File: config.mk
export PLATFORM = sky130hd
export DESIGN_NAME = sfx_tone_sequencer
export DESIGN_NICKNAME = d
export VERILOG_FILES = /design/src/rtl/sfx_pkg.sv /design/src/rtl/sfx_note_rom.sv /design/src/rtl/sfx_tone_sequencer.sv
export SDC_FILE = /design/constraint.sdc
export NUM_CORES = 1
export LEC_CHECK = 0
export CAP_MARGIN = 30
export CORE_MARGIN = 10
export CORE_UTILIZATION = 40
export CTS_CLUSTER_SIZE = 28
export DETAILED_ROUTE_END_ITERATION = 10
export HOLD_SLACK_MARGIN = 0.05
export PLACE_DENSITY = 0.7
export SKIP_CTS_REPAIR_TIMING = 1
export SYNTH_ARGS = -nofsm -noshare
export SYNTH_HDL_FRONTEND = slang
export SYNTH_HIERARCHICAL = 1
export SYNTH_SLANG_ARGS = --single-unit
File: constraint.sdc
create_clock -name clk -period 3.7 [get_ports clk]
set_input_delay 0.555 -clock clk [delete_from_list [all_inputs] [get_ports clk]]
set_output_delay 0.555 -clock clk [all_outputs]
set_load 0.1 [all_outputs]
File: src/rtl/sfx_pkg.sv
// Shared types for the sound-effect tone sequencer: effect ids, note ROM word, FSM states.
package sfx_pkg;

    localparam int NUM_FX = 4;

    typedef enum logic [1:0] {
        FX_MARCH = 2'd0,
        FX_SHOT  = 2'd1,
        FX_EXPL  = 2'd2,
        FX_UFO   = 2'd3
    } fx_id_t;

    typedef struct packed {
        logic       last;
        logic [3:0] tone;
        logic [3:0] dur;
    } note_word_t;

    typedef enum logic [1:0] {
        ST_IDLE = 2'd0,
        ST_NOTE = 2'd1,
        ST_GAP  = 2'd2
    } state_t;

    // Highest set request bit wins; returns FX_MARCH when nothing is requested.
    function automatic fx_id_t pick_fx(input logic [NUM_FX-1:0] req);
        fx_id_t f;
        f = FX_MARCH;
        for (int i = 0; i < NUM_FX; i++) begin
            if (req[i]) f = fx_id_t'(2'(i));
        end
        return f;
    endfunction

endpackage

File: src/rtl/sfx_note_rom.sv
// Per-effect note table; empty slots read back as a terminating one-unit silent-tone note.
module sfx_note_rom
    import sfx_pkg::*;
(
    input  logic [1:0] fx,
    input  logic [2:0] idx,
    output note_word_t word
);

    always_comb begin
        word = '{last: 1'b1, tone: 4'd0, dur: 4'd1};
        case ({fx, idx})
            5'b00_000: word = '{last: 1'b1, tone: 4'd0,  dur: 4'd3};
            5'b01_000: word = '{last: 1'b0, tone: 4'd12, dur: 4'd1};
            5'b01_001: word = '{last: 1'b0, tone: 4'd9,  dur: 4'd1};
            5'b01_010: word = '{last: 1'b1, tone: 4'd5,  dur: 4'd1};
            5'b10_000: word = '{last: 1'b0, tone: 4'd2,  dur: 4'd2};
            5'b10_001: word = '{last: 1'b0, tone: 4'd1,  dur: 4'd2};
            5'b10_010: word = '{last: 1'b1, tone: 4'd0,  dur: 4'd4};
            5'b11_000: word = '{last: 1'b0, tone: 4'd9,  dur: 4'd2};
            5'b11_001: word = '{last: 1'b0, tone: 4'd11, dur: 4'd2};
            5'b11_010: word = '{last: 1'b0, tone: 4'd9,  dur: 4'd2};
            5'b11_011: word = '{last: 1'b1, tone: 4'd11, dur: 4'd2};
            default:   ;
        endcase
    end

endmodule

File: src/rtl/sfx_tone_sequencer.sv
// Fixed-priority sound-effect sequencer: arbitrates requests, walks the note ROM, times notes and gaps.
module sfx_tone_sequencer
    import sfx_pkg::*;
#(
    parameter int TICK_DIV     = 31500,
    parameter int GAP_UNITS    = 1,
    parameter int NOTES_PER_FX = 8
) (
    input  logic       clk,
    input  logic       reset,
    input  logic [3:0] fx_req,
    input  logic       mute,
    output logic [3:0] tone,
    output logic       sound_enable,
    output logic       busy,
    output logic [1:0] fx_id,
    output logic [1:0] state
);

    localparam logic [15:0] PRESC_LAST = 16'(TICK_DIV - 1);
    localparam logic [15:0] GAP_LAST   = 16'(GAP_UNITS - 1);
    localparam logic [2:0]  LAST_IDX   = 3'(NOTES_PER_FX - 1);

    state_t     st, nxt_st;
    fx_id_t     cur_fx, win, load_fx;
    logic [2:0] idx, load_idx;
    logic [15:0] presc, units;
    logic [3:0] cur_dur;
    logic       cur_last;
    logic       start, unit_end, note_end, gap_end, load;
    note_word_t word;

    assign state = st;
    assign fx_id = cur_fx;

    sfx_note_rom u_rom (
        .fx   (load_fx),
        .idx  (load_idx),
        .word (word)
    );

    always_comb begin
        win      = pick_fx(fx_req);
        start    = (|fx_req) && (st == ST_IDLE || win > cur_fx);
        unit_end = (presc == PRESC_LAST);
        note_end = (st == ST_NOTE) && unit_end && (units == {12'd0, cur_dur - 4'd1});
        gap_end  = (st == ST_GAP) && unit_end && (units == GAP_LAST);
        load_fx  = start ? win : cur_fx;
        load_idx = start ? 3'd0 : idx + 3'd1;
        nxt_st   = st;
        load     = 1'b0;
        // Preemption has priority over any note/gap boundary on the same edge.
        if (start) begin
            load   = 1'b1;
            nxt_st = ST_NOTE;
        end else if (note_end) begin
            if (cur_last) begin
                nxt_st = ST_IDLE;
            end else if (GAP_UNITS == 0) begin
                load   = 1'b1;
                nxt_st = ST_NOTE;
            end else begin
                nxt_st = ST_GAP;
            end
        end else if (gap_end) begin
            load   = 1'b1;
            nxt_st = ST_NOTE;
        end
    end

    always_ff @(posedge clk) begin
        if (reset) begin
            st           <= ST_IDLE;
            cur_fx       <= FX_MARCH;
            idx          <= 3'd0;
            presc        <= 16'd0;
            units        <= 16'd0;
            cur_dur      <= 4'd0;
            cur_last     <= 1'b0;
            tone         <= 4'd0;
            sound_enable <= 1'b0;
            busy         <= 1'b0;
        end else begin
            st           <= nxt_st;
            busy         <= (nxt_st != ST_IDLE);
            sound_enable <= (nxt_st == ST_NOTE) & ~mute;
            if (load) begin
                cur_fx   <= load_fx;
                idx      <= load_idx;
                tone     <= word.tone;
                cur_dur  <= (word.dur == 4'd0) ? 4'd1 : word.dur;
                cur_last <= word.last | (load_idx == LAST_IDX);
                presc    <= 16'd0;
                units    <= 16'd0;
            end else if (nxt_st != st) begin
                presc <= 16'd0;
                units <= 16'd0;
            end else if (st != ST_IDLE) begin
                presc <= unit_end ? 16'd0 : presc + 16'd1;
                if (unit_end) units <= units + 16'd1;
            end
        end
    end

endmodule
==> out/summary.txt <==
critical path class = in2reg
DRT Pass-1 Iters = 4
Synthesized Nets = 325
Post-Syn Area per Cell = 8.55 um2
Post-DP Area = 0.00286 mm2
die width = 102 um
# setup viols final = 0
Largest stage delay, worst path = 510 ps
met2 GRT Util = 15.8%
worst hold path type = reg2reg
Hold Vio Cnt, Final = 0
final non-filler cell total = 402
initial antenna violation count = 0
worst slew pin tran = 981 ps
die footprint = 0.0103 mm2
crit-path cells = clkdlybuf4s50_1 -> inv_1 -> a21oi_1 -> ha_1 -> a31oi_1 -> and2_1 -> nor2_1 -> a21oi_1 -> nor2b_1 -> nor3_1 -> nor3_1 -> o21ai_0 -> mux2i_1
status = finished, final reports clean
Cells after Synth = 311
I/O Buffers = 16
final hold slack = 460 ps
dpl cells = 395
clk root buf = clkbuf_8
DRT iter0 DRCs = 140
GR met1 Demand/Resource = 14.6%
GPL Wtd Cong = 0.792
H-tree depth = 2
commonest non-fill, non-tap cells in the layout = 50 x dfxtp_1, 48 x nor2_1, 29 x nand2_1
worst reg2reg path startpoint = state[1]$_SDFF_PP0_
Synth Cell Area = 0.00266 mm2
Post-Route Utilization = 46.6%
crit-path max FO = 13
Nets = 339
Clk pin slew, worst setup/hold paths = 90 ps
Clk Latency, worst-skew pair = 300 ps
final instance area = 0.00298 mm2
DRC Markers = 0
ratio of cells with drive above 1 in the final layout = 7.69%
Via Count = 2,088
P&R area growth vs syn = 12.0%
Max Cap Viol = 0
DRT Wirelength = 5210 um
antenna-violating nets left = 0
worst-case clock buffer depth = 2
grt ovf = 0
HP Start = tone[3]$_SDFFE_PP0P_
Starting Density = 41.6%
Slew headroom = 34.4%
Power Dens Cells = 432 mW/mm2
pre-CTS setup slack = 141 ps
maximum VDD drop = 0.000324 V
Syn. warnings = 6
first-pass GRT wire length = 9240 um
Seq/Total Area, Yosys = 37.6%
largest net degree at the start of global routing = 21
CTS tree = done
post-route setup TNS = 0 ps
Ports = 17
vias in the first global route = 2,032
fraction of registers with async set/reset = 0%
Worst EP required = 3900 ps
R2R Setup Slk = 970 ps
DR WL/cell = 13.0 um
worst-case reg-to-reg path depth = 10
Critical R2R Capture = cur_dur[0]$_SDFFE_PP0P_
crit path buf inv count = 2
diode count = 0
Synth cell types = 49
Clock Skew = 5.71 ps
EDFF count, synth = 0
fin. max-slew vios = 0
f_max = 303 MHz
Data arrival, critical path = 3500 ps
Yosys reg bits = 50
CP Launch Type = input port
FP Rows = 29
DPL Wire Length = 3780 um
most common flop cell mapped by yosys = dfxtp_1
delay-heaviest family, CP = compound AO/OA/AOI/OAI gates
met3 Track Usage GR = 3.27%
CORE AREA = 0.00639 mm2
grt peak-use layer = met2
Min-Delay Endpoint = tone[3]$_SDFFE_PP0P_
Hold Path Depth = 2
commonest non-fill, non-tap cell in the layout = dfxtp_1
vias per cell = 5.19
power after layout = 1.28 mW
unrepaired setup endpoints after global routing = no
worst setup margin = 400 ps
Tot GR Track Use = 10.7%
Slowest-stage cell, CP = clkdlybuf4s50_1
Period minus WS final = 3300 ps
Num CTS Buffers = 5
Chip Height = 102 um
Leakage = 1.02 nW
period utilization = 89.2%
Worst Setup End Kind = flop
clk sinks = 50
## flip-flops by register name (all words and copies together), names as in the netlist
register,flops
presc,16
fx_id,2
state,2
units,16
cur_last,1
idx,3
tone,4
busy,1
sound_enable,1
cur_dur,4
## worst max path at each step
stage,start,to,slack (ps),depth (start not counted)
floorplan,fx_id[1]$_SDFFE_PP0P_,cur_dur[0]$_SDFFE_PP0P_,500,12
global placement,fx_req[2],cur_dur[0]$_SDFFE_PP0P_,260,13
detailed placement,fx_req[2],cur_dur[0]$_SDFFE_PP0P_,140,13
CTS,fx_req[2],cur_dur[0]$_SDFFE_PP0P_,460,13
global route,fx_req[2],cur_dur[0]$_SDFFE_PP0P_,50,13
finish,fx_req[2],cur_dur[0]$_SDFFE_PP0P_,400,13
## cell families (layout without fill, tap and decap cells)
logic type      after synthesis  in the layout  share of synthesized area [%]
simple gates                151            151                           30.4
flops                        50             50                           37.6
xor+xnor                     37             37                           12.8
compound gates               33             33                           8.14
buf+inv                      23             37                           4.19
mux                           9              9                           3.39
fa+ha+maj                     7              7                           3.29
other cells                   1              1                          0.141
## area by class of cell
class                   count  area, um2
fillers                   627       3410
multi-input cells         238       1550
flip-flops and latches     50       1000
repair buffers             18        175
well taps                  77       96.3
clock buffers               6       82.6
inverters                  12       45.0
clock inverters             1       30.0
## layer usage
| metal | part of all wire [%] | vias up |
|---|---|---|
| li1 | - | 1093 |
| met1 | 52 | 974 |
| met2 | 44 | 17 |
| met3 | 2.9 | 4 |
| met4 | 0.94 | 0 |
| met5 | 0 | - |
## power breakdown
| group | total, mW | internal, mW | switching (mW) |
|---|---|---|---|
| combinational | 0.310 | 0.0962 | 0.214 |
| sequential | 0.580 | 0.561 | 0.0190 |
| clock | 0.394 | 0.216 | 0.178 |
## Yosys cell counts, types with 2 or more instances
library cell | number | area share (%)
a211oi_1 | 4 | 1.1
a21o_1 | 2 | 0.56
a21oi_1 | 15 | 2.8
and3_1 | 5 | 1.2
and4_1 | 4 | 1.3
buf_2 | 2 | 0.38
buf_4 | 2 | 0.56
buf_6 | 2 | 0.85
clkbuf_1 | 5 | 0.71
dfxtp_1 | 50 | 38
ha_1 | 7 | 3.3
inv_1 | 10 | 1.4
mux2i_1 | 9 | 3.4
nand2_1 | 29 | 4.1
nand2b_1 | 4 | 0.94
nand3_1 | 12 | 2.3
nand4_1 | 8 | 1.9
nor2_1 | 48 | 6.8
nor2_2 | 2 | 0.47
nor2b_1 | 4 | 0.94
nor3_1 | 11 | 2.1
nor3_2 | 2 | 0.75
nor4_1 | 7 | 1.6
nor4_4 | 2 | 1.6
nor4b_1 | 2 | 0.66
o21ai_1 | 2 | 0.38
o21bai_1 | 2 | 0.56
or2_2 | 2 | 0.47
or3_1 | 2 | 0.47
or4_4 | 2 | 0.85
xnor2_1 | 21 | 6.9
xor2_1 | 15 | 4.9
## worst min-delay path: stages (launching register included)
cell and delay, ps:
dfxtp_1 320, nand2_1 50, mux2i_1 50
(Power assumes the default switching activity.)
